<file path="src/rtl/mult32x32_pkg.sv">
`default_nettype none
// ============================================================================
//  Module      : mult32x32_pkg
//  Description : Shared definitions for the fast 32x32 multiplier control
//                path: step-state encoding, sizing constants and the
//                partial-product shift helper.
//  Revision    : 1.0 - initial release
// ============================================================================
package mult32x32_pkg;

    // Largest number of accumulate steps any operation can take.
    localparam int STEPS_MAX  = 8;
    // Bit distance between adjacent bytes of operand a.
    localparam int BYTE_SHIFT = 8;
    // Width of a counter that can hold 0..STEPS_MAX.
    localparam int CNT_W      = $clog2(STEPS_MAX + 1);

    // Encoding: bit3 = step state (busy), bit2 = b word, bits1:0 = a byte.
    // This lets the Moore outputs come straight off the state register.
    typedef enum logic [3:0] {
        IDLE = 4'b0000,
        A0B0 = 4'b1000,
        A1B0 = 4'b1001,
        A2B0 = 4'b1010,
        A3B0 = 4'b1011,
        A0B1 = 4'b1100,
        A1B1 = 4'b1101,
        A2B1 = 4'b1110,
        A3B1 = 4'b1111
    } state_t;

    // Left shift of the partial product a_byte[i] * b_word[j]:
    // 8 bits per a byte plus 16 bits per b word.
    function automatic logic [5:0] shift_amt(input logic [1:0] a_sel,
                                             input logic       b_sel);
        logic [5:0] sh;
        sh = 6'(a_sel) * 6'(BYTE_SHIFT);
        if (b_sel) begin
            sh = sh + 6'(2 * BYTE_SHIFT);
        end
        return sh;
    endfunction

endpackage : mult32x32_pkg
`default_nettype wire

</file>
<file path="src/rtl/mult32x32_fast_fsm.sv">
`default_nettype none
// ============================================================================
//  Module      : mult32x32_fast_fsm
//  Description : Control FSM for a byte-by-halfword 32x32 multiplier. Each
//                step state selects one byte of a and one 16-bit word of b
//                and tells the datapath to accumulate the shifted partial
//                product. Optional early termination when the top byte of a
//                and/or the upper word of b are zero.
//  Revision    : 1.0 - initial release
//
//  Configuration macro:
//    MULT32X32_FAST_SKIP_EN  defined   : zero-operand skipping enabled
//                            undefined : flags ignored, always 8 steps
//
//  Ports:
//    clk         in   clock, rising edge
//    reset       in   asynchronous active-high reset
//    start       in   begin a multiplication (sampled in IDLE only)
//    a_msb_is_0  in   a[31:24] == 0
//    b_msw_is_0  in   b[31:16] == 0
//    a_sel       out  [1:0] byte of a for this step
//    b_sel       out  word of b for this step
//    shift_sel   out  [5:0] partial-product left shift
//    upd_prod    out  product accumulate enable
//    clr_prod    out  product clear (start accepted in IDLE)
//    busy        out  high in every step state
//    done        out  one-cycle pulse, product valid
//    step_count  out  [3:0] steps used by the last completed operation
// ============================================================================
module mult32x32_fast_fsm
    import mult32x32_pkg::*;
(
    input  logic       clk,
    input  logic       reset,
    input  logic       start,
    input  logic       a_msb_is_0,
    input  logic       b_msw_is_0,
    output logic [1:0] a_sel,
    output logic       b_sel,
    output logic [5:0] shift_sel,
    output logic       upd_prod,
    output logic       clr_prod,
    output logic       busy,
    output logic       done,
    output logic [3:0] step_count
);

    state_t             state_q;
    state_t             state_d;
    logic               done_q;
    logic [CNT_W-1:0]   step_count_q;
    logic [CNT_W-1:0]   run_cnt_q;

    logic               w_busy;
    logic [1:0]         w_a_sel;
    logic               w_b_sel;

    // ------------------------------------------------------------------
    // Next-state logic
    // ------------------------------------------------------------------
    always_comb begin
        state_d = state_q;
        case (state_q)
            IDLE: if (start) state_d = A0B0;
            A0B0: state_d = A1B0;
            A1B0: state_d = A2B0;
`ifdef MULT32X32_FAST_SKIP_EN
            // b upper word zero: the B1 half contributes nothing, finish.
            // Otherwise a zero top byte lets us skip the A3 step.
            A2B0: begin
                if (b_msw_is_0)      state_d = IDLE;
                else if (a_msb_is_0) state_d = A0B1;
                else                 state_d = A3B0;
            end
            A3B0: state_d = b_msw_is_0 ? IDLE : A0B1;
`else
            A2B0: state_d = A3B0;
            A3B0: state_d = A0B1;
`endif
            A0B1: state_d = A1B1;
            A1B1: state_d = A2B1;
`ifdef MULT32X32_FAST_SKIP_EN
            A2B1: state_d = a_msb_is_0 ? IDLE : A3B1;
`else
            A2B1: state_d = A3B1;
`endif
            A3B1: state_d = IDLE;
            default: state_d = IDLE;
        endcase
    end

`ifndef MULT32X32_FAST_SKIP_EN
    // Flags are intentionally ignored when skipping is compiled out.
    logic w_unused_flags;
    assign w_unused_flags = a_msb_is_0 ^ b_msw_is_0;
`endif

    // ------------------------------------------------------------------
    // State, done pulse and step accounting
    // ------------------------------------------------------------------
    always_ff @(posedge clk or posedge reset) begin
        if (reset) begin
            state_q      <= IDLE;
            done_q       <= 1'b0;
            step_count_q <= '0;
            run_cnt_q    <= '0;
        end else begin
            state_q <= state_d;
            // done lands in the first IDLE cycle after the last step.
            done_q  <= w_busy && (state_d == IDLE);
            if (w_busy) begin
                run_cnt_q <= run_cnt_q + CNT_W'(1);
                if (state_d == IDLE) begin
                    step_count_q <= run_cnt_q + CNT_W'(1);
                end
            end else begin
                run_cnt_q <= '0;
            end
        end
    end

    // ------------------------------------------------------------------
    // Moore outputs decoded from the state encoding; gating with busy
    // keeps any illegal encoding from producing stray selects.
    // ------------------------------------------------------------------
    assign w_busy  = state_q[3];
    assign w_a_sel = w_busy ? state_q[1:0] : 2'b00;
    assign w_b_sel = w_busy & state_q[2];

    assign a_sel      = w_a_sel;
    assign b_sel      = w_b_sel;
    assign shift_sel  = shift_amt(w_a_sel, w_b_sel);
    assign upd_prod   = w_busy;
    assign busy       = w_busy;
    // Mealy: clear only when a start is actually accepted.
    assign clr_prod   = start && (state_q == IDLE);
    assign done       = done_q;
    assign step_count = step_count_q;

endmodule : mult32x32_fast_fsm
`default_nettype wire

</file>
<file path="config.mk">
export PLATFORM = sky130hd
export DESIGN_NAME = mult32x32_fast_fsm
export DESIGN_NICKNAME = d
export VERILOG_FILES = /design/src/rtl/mult32x32_pkg.sv /design/src/rtl/mult32x32_fast_fsm.sv
export SDC_FILE = /design/constraint.sdc
export NUM_CORES = 1
export LEC_CHECK = 0
export CORE_UTILIZATION = 45
export CTS_BUF_LIST = sky130_fd_sc_hd__clkbuf_8 sky130_fd_sc_hd__clkbuf_16
export CTS_CLUSTER_SIZE = 16
export DETAILED_ROUTE_END_ITERATION = 6
export GPL_TIMING_DRIVEN = 0
export PLACE_DENSITY = 0.84
export SYNTH_ARGS = -nofsm -noshare
export SYNTH_HDL_FRONTEND = slang
export SYNTH_SLANG_ARGS = --single-unit
</file>
<file path="constraint.sdc">
create_clock -name clk -period 1.9 [get_ports clk]
set_input_delay 0.38 -clock clk [delete_from_list [all_inputs] [get_ports clk]]
set_output_delay 0.38 -clock clk [all_outputs]
set_load 0.005 [all_outputs]
</file>
# --- After elaboration in Yosys (flattened, before gate mapping) ---
# Index checks and enable logic that the tools add are counted.
# Widths: inputs -> output; s select.
word_totals:
  input_bits: 5
  register_bits: 13
op_classes:
  n_bitwise: 1
  n_eq_ne: 7
  n_reduce_logical: 5
  n_addsub: 2
  muxes: 5
op_table:
  columns: ["operator", "n"]
  rows:
  - ["$pmux 4 s8", 1]
  - ["$eq 4x4->1 const B", 7]
  - ["$logic_not 4->1", 2]
  - ["$mux 4", 2]
  - ["$add 5x5->6 const B", 1]
  - ["$mux 6", 1]
  - ["$add 4x1->4 const B", 1]
  - ["$logic_and 1x1->1", 2]
  - ["$mux 2", 1]
  - ["$reduce_and 2->1", 1]
  - ["$and 1x1->1", 1]

# --- Longest topological paths before layout ---
# Gate-level depths: netlist of the first run.
logic_depth:
  ltp_word: 4
  mapped_depth: 3

# --- Least setup slack after synthesis of the first run ---
# OpenSTA, ideal clock, no wires.
synth_timing:
  path_kind: "reg2out"
  startpoint: "reg state_q[3]"
  endpoint: "out shift_sel[4]"
  n_path_buf: 1
  t_required_ps: 1520
  slack_ps: 411
  arrival_ps: 1109
  path_stages_with_launch: 4
  path_cell_list: "dfrtp_1 -> clkbuf_1 -> and2_1 -> ha_1"
synth_via:
  elab_chain_cells: 3
  word_cells_on_any_way: 4
  cone_classes: "add/sub: 1; mux: 2; bitwise: 1"
synth_rtl:
  columns: ["item", "line_no", "rtl"]
  rows:
  - ["start: declaration", "mult32x32_fast_fsm.sv:48", "state_t state_q;"]
  - ["start signal: assignment", "mult32x32_fast_fsm.sv:108", "state_q <= state_d;"]
  - ["$mux 2 (*)", "mult32x32_fast_fsm.sv:127", "assign w_a_sel = w_busy ? state_q[1:0] : 2'b00;"]
  - ["via a_sel[1]", "mult32x32_fast_fsm.sv:38", "output logic [1:0] a_sel,"]
  - ["$add 5x5->6", "mult32x32_pkg.sv:39", "sh = sh + 6'(2 * BYTE_SHIFT);"]
  - ["$mux 6 (*)", "mult32x32_pkg.sv:38", "if (b_sel) begin"]
  - ["end: declaration", "mult32x32_fast_fsm.sv:40", "output logic [5:0] shift_sel,"]
# Mark *: on every way through the listed nets, which the timed path passes. The rest lies on a longest branch.

# --- Worst setup path after layout of the first run ---
layout_timing:
  startpoint: "reg state_q[3]"
  endpoint: "out shift_sel[4]"
layout_via:
  elab_chain_cells: 3
  word_cells_on_any_way: 4
  cone_classes: "add/sub: 1; mux: 2; bitwise: 1"
layout_rtl:
  columns: ["item", "line_no"]
  rows:
  - ["$mux 2", "mult32x32_fast_fsm.sv:127"]
  - ["$add 5x5->6", "mult32x32_pkg.sv:39"]
  - ["$mux 6 (*)", "mult32x32_pkg.sv:38"]
# Every way passes the cells marked *; elsewhere a longest branch is shown, timed or not.

==> impl_metrics.tcl, run 1 <==
set metrics [dict create \
    post-route-drc-count 0 \
    synth_compound_area_frac 0.0327 \
    num_antenna_cells 0 \
    dp.cells 86 \
    antenna_found_initial 0 \
    drt_iter0_markers 3 \
    yosysSeqAreaShare 0.532 \
    crit_family "flip-flops" \
    path_buf_inv 1 \
    rr_endpoint "step_count[2]$_DFFE_PP0P_" \
    die_y_um 38.9 \
    grt_pass1_wl_um 1880 \
    die_w_um 38.9 \
    cp.required_ps 1520 \
    powerDensity_nw_per_um2 1810 \
    cts-root-buf "clkbuf_8" \
    seq_power_share 0.352 \
    endpoint_kind "output pin" \
    dp_hpwl_um 792 \
    holdCritPathClass "in2async" \
    ant_nets 0 \
    reg2regPathDepth 3 \
    avgSynthCellArea_um2 11.3 \
    drv_cap 0 \
    clkPwrFrac 0.153 \
    rsz0062_at_grt "no" \
    yosys.area_share.adder 0.0409 \
    die_area_um2 1510 \
    p_leak_uw 0.000425 \
    htree_levels 1 \
    numCtsBuffers 3 \
    path_clk_slew_ps 50 \
    rrSetupSlack_ps 660 \
    drive_above_1_share 0.247 \
    path_cells "and2_4 -> ha_1 -> dlygate4sd2_1" \
    synthMuxAreaShare 0.0491 \
    peakVddDrop_uv 1070 \
    regToRegStartpoint "state_q[3]$_DFF_PP0_" \
    comb_power_share 0.495 \
    stdcell_area_um2 858 \
    first_global_vias 405 \
    place_area_um2 797 \
    wl_um 1140 \
    synth_top_family_by_area "simple AND/OR/NAND/NOR gates" \
    vias 422 \
    finalCritPeriodShare 0.954 \
    finClkSkew_ps 0.563 \
    wl_per_cell_um 12.5 \
    fin_tns_setup_ps 0 \
    setup.worst_path.class "reg2out" \
    stdcell_count 91 \
    critPathLaunchType "flip-flop" \
    via_per_inst 4.64 \
    ys_types 20 \
    netlist_instances 54 \
    coreArea_um2 1190 \
    hold_violations 0 \
    cts.sinks 13 \
    slew_viol_final 0 \
    max_stage_delay_ps 470 \
    outcome "finished, final reports clean" \
    arrival_ps 1430 \
    p_sw_frac 0.324 \
    p_switching_uw 503 \
    grt_use_total 0.201 \
    num_io_pins 22 \
    slowest_stage "dfrtp_2" \
    rows 12 \
    place.gp.congestion 0.673 \
    fmax_mhz 551 \
    port_buffers 16 \
    nets 85 \
    dr.pass1.iters 2 \
    setup_viol 0 \
    min_period_ps 1810 \
    syn_area_um2 612 \
    start_util 0.516 \
    area_growth_syn_to_layout_pct 40.3 \
    cts_max_path_buffers 2 \
    yosys.area_share.simple 0.202 \
    worstPathMaxFanout 11 \
    p_int_uw 1050 \
    grt_max_degree 14 \
    yosysWarnings 0 \
    cts_tree "done" \
    grt-ovfl-total 0 \
    synth_xor_area_frac 0.0573 \
    synth-seq-cells 13 \
    clock_latency_ps 240 \
]
registers in the layout, summed over array words and instances (netlist names):
name and cells:
step_count 4, run_cnt_q 4, done 1, state_q 4
cells by family (layout without fill, tap and decap cells):
kind of cell | Yosys count | in the layout
and+or+nand+nor | 20 | 20
adders and majority gates | 2 | 2
muxes | 2 | 2
AOI/OAI and AO/OA | 4 | 4
buffers and inverters | 8 | 29
other | 1 | 3
DFF | 13 | 13
xor gates and xnor gates | 4 | 4
metrics by stage:
step                utilization  setup slack, ps  hold slack (ps)  total power [uW]
global route              0.724             12.2              502              1690
detailed placement        0.672             -157              471              1310
global placement          0.672             -143              460              1270
finish                    0.724             86.7              460              1550
floorplan                     -              411              257               926
CTS                       0.732             7.53              471              1590
cell usage in the layout, fill, tap and decap left out, types with 2 or more instances in the layout:
master / instances
clkdlybuf4s50_1: 12
dfrtp_1: 10
nand2_1: 6
buf_4: 6
and2_1: 5
dlygate4sd2_1: 4
xor2_1: 3
o21ai_0: 3
inv_1: 3
conb_1: 3
clkbuf_8: 3
dfrtp_2: 3
nor2b_1: 2
mux2_4: 2
ha_1: 2
worst max-delay path by stage:
stage,startpoint,to,slack (ps),cells past startpoint
after floorplan,state_q[3]$_DFF_PP0_,shift_sel[4],410,3
after CTS,state_q[3]$_DFF_PP0_,shift_sel[4],8,4
after detailed placement,state_q[3]$_DFF_PP0_,shift_sel[4],-160,4
after global placement,state_q[3]$_DFF_PP0_,shift_sel[4],-140,4
after global routing,state_q[3]$_DFF_PP0_,upd_prod,10,3
final,state_q[3]$_DFF_PP0_,shift_sel[4],90,3
layout make-up:
| cell class | count | area [um^2] |
|---|---|---|
| timing repair buffer | 18 | 174 |
| fill | 91 | 328 |
| sequential | 13 | 329 |
| multi-input combinational | 35 | 248 |
| inverter | 2 | 7.51 |
| clock buffer | 3 | 41.3 |
| tap | 14 | 17.5 |
| buffer | 5 | 37.5 |
| clock inverter | 1 | 3.75 |
layer usage:
layer | part of all wire | routed length, um | global-route usage
met1 | 0.44 | 497 | 0.232
met4 | 0.011 | 13 | 0.0517
met3 | 0.054 | 62 | 0.0867
met2 | 0.50 | 567 | 0.338
met5 | 0 | 0 | 0
cell usage after synthesis, drive strengths merged:
library cell	number	share of area
nor3	1	0.0082
nor2	1	0.0061
conb	1	0.0061
xnor2	1	0.014
nand3	1	0.0082
clkbuf	1	0.0061
and2b	1	0.014
a21oi	1	0.0082
buf	5	0.061
nand4	1	0.035
mux2	2	0.049
nand2	6	0.037
inv	2	0.012
and2	7	0.074
o21ai	3	0.025
xor2	3	0.043
nor2b	2	0.020
dfrtp	13	0.53
ha	2	0.041
power by group through the flow:
stage / clock network, uW / logic [uW] / registers (uW)
final: 238 / 770 / 547
after global routing: 258 / 860 / 569
after CTS: 246 / 818 / 528
after detailed placement: 0 / 748 / 557
after global placement: 0 / 722 / 549
after floorplan: 0 / 394 / 532
what timing repair did:
action / in CTS / in global routing
buffers inserted: 2 / 0
endpoints found under the setup margin: 7 / 1
resized for setup: 11 / 1
endpoints found under the hold margin: 0 / 0
hold buffers: 0 / 0
(Power assumes the default switching activity.)
==> inputs of run 2 (changes only) <==
- PLACE_DENSITY: 0.84 -> 0.8
==> impl_metrics.tcl, run 2 (synthesis gave the netlist of run 1 again) <==
set metrics [dict create \
    outcome "finished, final reports clean" \
    hold_violations 0 \
    min_period_ps 1820 \
    setup_viol 0 \
    layout_common_cells "clkdlybuf4s50_1 (12), dfrtp_1 (11), and2_1 (6), nand2_1 (6), buf_4 (6)" \
    slowest_stage "clkdlybuf4s50_1" \
    drv_cap 0 \
    rsz0062_at_grt "no" \
    arrival_ps 1440 \
    ant_nets 0 \
    path_clk_slew_ps 50 \
    finalCritPeriodShare 0.959 \
    critPathLaunchType "flip-flop" \
    drive_above_1_share 0.234 \
    numCtsBuffers 3 \
    grt_pass1_wl_um 1770 \
    p_leak_uw 0.000423 \
    area_growth_syn_to_layout_pct 39.5 \
    peakVddDrop_uv 807 \
    crit_family "buffers and inverters" \
    vias 443 \
    path_cells "clkbuf_8 -> and2_2 -> clkdlybuf4s50_1" \
    nets 85 \
    cts_max_path_buffers 2 \
    layout.cells.most_common "clkdlybuf4s50_1" \
    first_global_vias 377 \
    grt_use_total 0.186 \
    start_util 0.516 \
    worst_slack_ps 77.0 \
    regToRegStartpoint "run_cnt_q[0]$_DFF_PP0_" \
    reg2regPathDepth 3 \
    holdCritPathClass "in2async" \
    place.gp.congestion 0.677 \
    powerDensity_nw_per_um2 1800 \
    holdBufCountCts 0 \
    cts_tree "done" \
    coreArea_um2 1190 \
    cp.required_ps 1520 \
    die_area_um2 1510 \
    max_stage_delay_ps 440 \
    die_y_um 38.9 \
    worstPathMaxFanout 10 \
    crit_start "state_q[3]$_DFF_PP0_" \
    grt-ovfl-total 0 \
    dp_hpwl_um 775 \
    fmax_mhz 549 \
    stdcell_count 91 \
    wl_um 1100 \
    wl_per_cell_um 12.1 \
    path_buf_inv 2 \
    rows 12 \
    finClkSkew_ps 1.77 \
    dp.cells 86 \
    fin_tns_setup_ps 0 \
    die_w_um 38.9 \
    antenna_found_initial 0 \
    place_area_um2 797 \
    cts-root-buf "clkbuf_8" \
    num_io_pins 22 \
    drt_iter0_markers 8 \
    port_buffers 16 \
    crit_cells 3 \
    pre_cts_ws_ps -176 \
    dr.pass1.iters 4 \
    slew_viol_final 0 \
    post-route-drc-count 0 \
    cts.sinks 13 \
    stdcell_area_um2 853 \
    htree_levels 1 \
    num_antenna_cells 0 \
    via_per_inst 4.87 \
    clock_latency_ps 240 \
    endpoint_kind "output pin" \
    grt_max_degree 14 \
    setup.worst_path.class "reg2out" \
]
## run 2: metal layers
metal | vias up | wire length, um | track usage
li1 | 208 | - | -
met1 | 209 | 467 | 0.207
met2 | 24 | 552 | 0.325
met3 | 2 | 61 | 0.0520
met4 | 0 | 22 | 0.0776
met5 | - | 0 | 0
## run 2: per-stage QoR
| step | util | power, uW | hold slack, ps |
|---|---|---|---|
| floorplan | - | 926 | 257 |
| global placement | 0.672 | 1270 | 460 |
| detailed placement | 0.672 | 1310 | 472 |
| CTS | 0.724 | 1570 | 478 |
| global route | 0.719 | 1660 | 517 |
| finish | 0.719 | 1530 | 461 |
## run 2: path summary, 6_finish.rpt
kind / end / slack [ps]
max in group asynchronous: state_q[0]$_DFF_PP0_ / 1090
min in group clk: step_count[3]$_DFFE_PP0P_ / 480
min: state_q[1]$_DFF_PP0_ / 460
max reg2reg: step_count[2]$_DFFE_PP0P_ / 720
min reg2reg: step_count[3]$_DFFE_PP0P_ / 480
max: a_sel[0] / 80
## run 2: what timing repair did
item,in CTS,in global routing
setup endpoints to repair,7,1
pin swaps,0,0
resized for setup,10,1
hold endpoints to repair,0,0
setup buffers,1,0
## run 2: final cells by class
| type | instances | area [um^2] |
|---|---|---|
| buffer | 6 | 51.3 |
| sequential | 13 | 328 |
| fill | 97 | 333 |
| timing repair buffer | 17 | 159 |
| clock buffer | 3 | 41.3 |
| clock inverter | 1 | 3.75 |
| inverter | 2 | 7.51 |
| multi-input combinational | 35 | 245 |
| tap | 14 | 17.5 |
## run 2: power by group
group | switching, uW | leakage [uW] | internal [uW] | total [uW]
registers | 125 | 0.000157 | 414 | 539
clock network | 95.0 | 0.0000269 | 143 | 238
logic | 276 | 0.000239 | 480 | 756
==> RTL edit 1: new RTL, settings of run 2 <==
Put one more register stage on the output `step_count`, without a reset. The value now appears one clock later. The other outputs are not delayed to match.
--- a/src/rtl/mult32x32_fast_fsm.sv
+++ b/src/rtl/mult32x32_fast_fsm.sv
@@ -136,5 +136,7 @@
     assign clr_prod   = start && (state_q == IDLE);
     assign done       = done_q;
-    assign step_count = step_count_q;
+    always_ff @(posedge clk) begin
+        step_count <= step_count_q;
+    end
 
 endmodule : mult32x32_fast_fsm
Behaviour: not the same (Yosys sat finds a counterexample within 10 cycles, from zero or initial values and one cycle with reset high).
==> RTL edit 1 against run 2 <==
Wire length rose by 4.3%. Power rose by 9.7%. Combinational power rose by 3.0%. Worst setup slack got worse by 10 ps. Sequential cell count rose by 4. Fmax fell by 0.57%. Area after synthesis rose by 12%. Cell area rose by 10%. Critical endpoint unchanged. Largest cell class unchanged.
==> RTL edit 1: results (changes against run 2) <==
STATUS
-----------------------------------------------------------------------------------------
Outcome                                                                      finished, final reports clean

PLACED DESIGN
-----------------------------------------------------------------------------------------
Place WS                                                                        -153.7 ps   +22.59 ps
Total placed cells including tap cells                                                 92   +7.0%
Cell area after placement                                                       872.1 um2   +9.4%
RD Place Congestion                                                                0.7734   +14%

SYNTH
-----------------------------------------------------------------------------------------
Proportion of register bits with asynchronous set or reset after synthesis         76.47%   -24 points
Post-synth top cells                                                         dfrtp_1 (13), nand2_1 (7), and2_1 (5), buf_4 (5)
Synthesized-area fraction occupied by ao, oa, aoi and oai cells                    3.650%   +0.38 points
Adder and majority cell fraction of the synthesized area                           3.650%   -0.44 points
Number of distinct library cells after synthesis                                       21   +5.0%
Mean instance size in the synthesized netlist                                   11.62 um2   +2.6%

WORST SETUP PATH
-----------------------------------------------------------------------------------------
Crit Reg-Reg Endpoint                                                        step_count_q[1]$_DFFE_PP0P_
Source of the worst register-to-register timing path                         state_q[3]$_DFF_PP0_

ROUTE
-----------------------------------------------------------------------------------------
TritonRoute pass-1 iters                                                                3   -1
Via density                                                                         4.684   -3.8%
Met2 routed wirelength                                                             568 um   +2.9%

FINISH
-----------------------------------------------------------------------------------------
Count of placed standard cells in the final layout, fillers left out                   98   +7.7%
Area Overhead vs Synth                                                             36.86%
Layout fillers                                                                        113   +16%
Layout cells sized above 1                                                         22.89%   -0.49 points

POWER
-----------------------------------------------------------------------------------------
Total power per unit cell area                                                1791 nW/um2   -0.24%
Cell Int Power                                                                   1.156 mW   +12%
Sequential cell fraction of total power                                             38.6%   +3.4 points
Clock network fraction of design power                                              15.1%   -0.4 points

GLOBAL ROUTE
-----------------------------------------------------------------------------------------
First-pass GRT wire length                                                       1.904 mm   +7.8%
Met1 global-route usage                                                            18.49%   -2.2 points

WORST HOLD PATH
-----------------------------------------------------------------------------------------
Path category of the worst min-delay check                                     reg -> reg

STA
-----------------------------------------------------------------------------------------
Worst hold slack after final layout                                              367.6 ps   -92.94 ps
Fmax                                                                            545.4 MHz   -0.57%
Max Clock Skew                                                                   1.935 ps   +0.1669 ps

RTL edit 1: logic make-up (layout without fill, tap and decap cells):
logic type,Yosys count,in the layout
AND/OR/NAND/NOR,21,21
flip-flops,17,17
buffers and inverters,8,30
AO/OA/AOI/OAI,5,5
XOR/XNOR,4,4
adder cells (fa/ha/maj),2,2
other,1,3
multiplexers,1,1
RTL edit 1: final cells by class:
cell class | count | share of cell area, %
Inverter | 2 | 0.8000
Tap cell | 15 | 2.000
Timing Repair Buffer | 18 | 17.73
Multi-Input combinational cell | 36 | 25.73
Sequential cell | 17 | 43.47
Buffer | 6 | 5.467
Clock buffer | 3 | 4.400
Clock inverter | 1 | 0.4000
RTL edit 1: critical path: stages (launching register included):
cell and delay (ps):
dfrtp_2 420, clkbuf_8 160, and2_2 190, clkdlybuf4s50_1 440
RTL edit 1: repair_timing:
item                                    4_1_cts  5_1_grt
resized for setup                            11        1
endpoints found under the setup margin        7        1
endpoints found under the hold margin         0        0
buffers inserted                              2        0
==> RTL edit 2: new RTL, config.mk and constraints of run 2 <==
Without the edit above. Add a define of `MULT32X32_FAST_SKIP_EN`.
--- a/src/rtl/mult32x32_fast_fsm.sv
+++ b/src/rtl/mult32x32_fast_fsm.sv
@@ -28,4 +28,6 @@
 //    step_count  out  [3:0] steps used by the last completed operation
 // ============================================================================
+`define MULT32X32_FAST_SKIP_EN
+
 module mult32x32_fast_fsm
     import mult32x32_pkg::*;
Behaviour: not the same (Yosys sat finds a counterexample within 10 cycles, from zero or initial values and one cycle with reset high).
==> RTL edit 2 against run 2 <==
Sequential cell count stayed put. Synthesized cell count is 22% higher. Non-clock buffer count is 3 higher. Worst setup slack worse by 26 ps. Highest routed layer unchanged. Hold slack better by 13 ps. Wire length is 9.2% higher. Critical path type unchanged. Cell area is 12% higher. Via count is 15% higher. Power is 3.2% lower. Area after synthesis is 16% higher.
==> RTL edit 2: results (changes against run 2) <==
POWER
-----------------------------------------------------------------------------------------
Switching power of the nets                                                      474.8 uW   -4.2%
Static leakage                                                                  0.4574 nW   +8.0%
Worst-case vdd ir drop                                                           831.7 uV   +3.0%
Total clock network power                                                          232 uW   -3%
Sequential cell power                                                              487 uW   -9.6%

GLOBAL ROUTE
-----------------------------------------------------------------------------------------
Number of global-route vias before repair                                             485   +29%
Number of antenna violations at the first check in global routing                       0   unchanged
First-pass GRT wire length                                                       2.187 mm   +24%
Maximum number of pins on one net before global-route repair                           14   unchanged
Overall Global Routing Usage                                                       16.70%   -1.9 points

SYNTH
-----------------------------------------------------------------------------------------
Post-synth top cells                                                         dfrtp_1 (13), buf_4 (6), and2_1 (5), nor2_1 (4)
Number of warnings reported in the yosys synthesis log                                  0   unchanged
Sequential fraction of the synthesis area                                          46.02%   -7.2 points
Number of distinct library cells after synthesis                                       29   +45%
Proportion of register bits with asynchronous set or reset after synthesis         100.0%   unchanged
Mean instance size in the synthesized netlist                                   10.71 um2   -5.5%
Most area-consuming cells after synthesis                                    dfrtp_1 (46%), buf_4 (6.4%), mux2_4 (6.4%)

ROUTE
-----------------------------------------------------------------------------------------
Overall routed net length                                                        1.204 mm   +9.2%
Starting DRC count in detailed routing                                                  7   -1
Via density                                                                         4.913   +0.93%
TritonRoute pass-1 iters                                                                4   unchanged

WORST SETUP PATH
-----------------------------------------------------------------------------------------
Logic depth of the worst register-to-register path                                      6   +3
Largest fanout on the critical path                                                    10   unchanged
Crit Reg-Reg Endpoint                                                        step_count[2]$_DFFE_PP0P_
Reg-to-reg setup timing slack                                                      260 ps   -460 ps
Source of the worst register-to-register timing path                         state_q[3]$_DFF_PP0_

STA
-----------------------------------------------------------------------------------------
Worst hold slack after final layout                                              473.9 ps   +13.44 ps
Max Clock Skew                                                                  0.6935 ps   -1.074 ps

CLOCK TREE
-----------------------------------------------------------------------------------------
Number of CTS-inserted buffers                                                          3   unchanged
Clock-pin slew of the registers on the worst-case setup and hold paths              50 ps   about the same
Worst-skew pair later-pin latency                                                  230 ps
CTS Root Cell                                                                    clkbuf_8
Htree depth                                                                             1   unchanged
CTS max path bufs                                                                       2   unchanged
Setup Fix Bufs, Post-CTS                                                                0   -1

STATUS
-----------------------------------------------------------------------------------------
Outcome                                                                      finished, final reports clean

PLACED DESIGN
-----------------------------------------------------------------------------------------
Post-detailed-placement half-perimeter wirelength                                859.4 um   +11%
RD Place Congestion                                                                0.6947   +2.7%
Input/output buffers                                                                   18   +2

FINISH
-----------------------------------------------------------------------------------------
Count of placed standard cells in the final layout, fillers left out                  104   +14%
Diodes inserted                                                                         0   unchanged
Layout cells sized above 1                                                         21.35%   -2.0 points
Count of nets after finishing                                                          97   +14%

WORST HOLD PATH
-----------------------------------------------------------------------------------------
Path category of the worst min-delay check                                    in -> async

==> RTL edit 2: changes by cell type after synthesis, sizes merged, moves of 2 or more <==
cell / before / now
nand2: 6 / 1
buf: 5 / 9
nand2b: 0 / 3
nor2: 1 / 4
a21oi: 1 / 3
nor2b: 2 / 0
xor2: 3 / 1
==> RTL edit 2: metal layers <==
layer	part of all wire [%]	GRT usage, %
met5	0	0
met2	51	26.56
met4	0.91	9.677
met3	3.2	3.913
met1	45	20.50
==> RTL edit 2: area by class of cell <==
| class | instances | area, um2 |
|---|---|---|
| fillers | 105 | 429.2 |
| flip-flops and latches | 13 | 327.8 |
| repair buffers | 18 | 177.7 |
| clock buffers | 3 | 41.29 |
| plain buffers | 8 | 67.56 |
| multi-input cells | 42 | 301.5 |
| well taps | 15 | 18.77 |
| clock inverters | 1 | 3.754 |
| inverters | 4 | 15.01 |
==> RTL edit 2: worst max-delay path, stage by stage, from the launching register on <==
cell and delay, ps:
dfrtp_1 360, buf_4 170, and2_1 150, buf_4 120, clkdlybuf4s50_1 430
==> RTL edit 2: worst max path at each step <==
| stage | endpoint | cells past startpoint | slack [ps] | start |
|---|---|---|---|---|
| after floorplan | step_count[1]$_DFFE_PP0P_ | 7 | 390 | state_q[2]$_DFF_PP0_ |
| after global placement | clr_prod | 4 | -130 | start |
| after detailed placement | clr_prod | 4 | -100 | start |
| after CTS | shift_sel[3] | 4 | 40 | state_q[0]$_DFF_PP0_ |
| after global routing | shift_sel[3] | 4 | 10 | state_q[0]$_DFF_PP0_ |
| final | shift_sel[3] | 4 | 50 | state_q[0]$_DFF_PP0_ |
==> RTL edit 2: stage by stage <==
stage                     cell area, um2  setup WS (ps)  total power [mW]
after floorplan                    714.4          386.8            0.9478
after global placement             913.4         -132.1             1.237
after detailed placement           913.4         -96.19             1.265
after CTS                          952.2          43.87             1.493
after global routing               953.4          9.624             1.602
final                              953.4          51.40             1.483
==> RTL edit 2: kinds of logic (layout without fill, tap and decap cells) <==
| family | count (synthesis) | count (layout) | share of synthesized area, % |
|---|---|---|---|
| muxes | 4 | 4 | 7.787 |
| xor gates and xnor gates | 3 | 3 | 3.717 |
| AOI/OAI and AO/OA | 10 | 10 | 9.026 |
| and+or+nand+nor | 20 | 20 | 16.99 |
| buffers and inverters | 13 | 34 | 12.39 |
| other | 1 | 3 | 0.5305 |
| adders and majority gates | 2 | 2 | 3.539 |
| DFF | 13 | 13 | 46.02 |
==> RTL edit 2: timing repair <==
item                       4_1_cts  5_1_grt
resized for setup                5        1
gates cloned                     0        0
hold buffers                     0        0
setup endpoints to repair        4        1
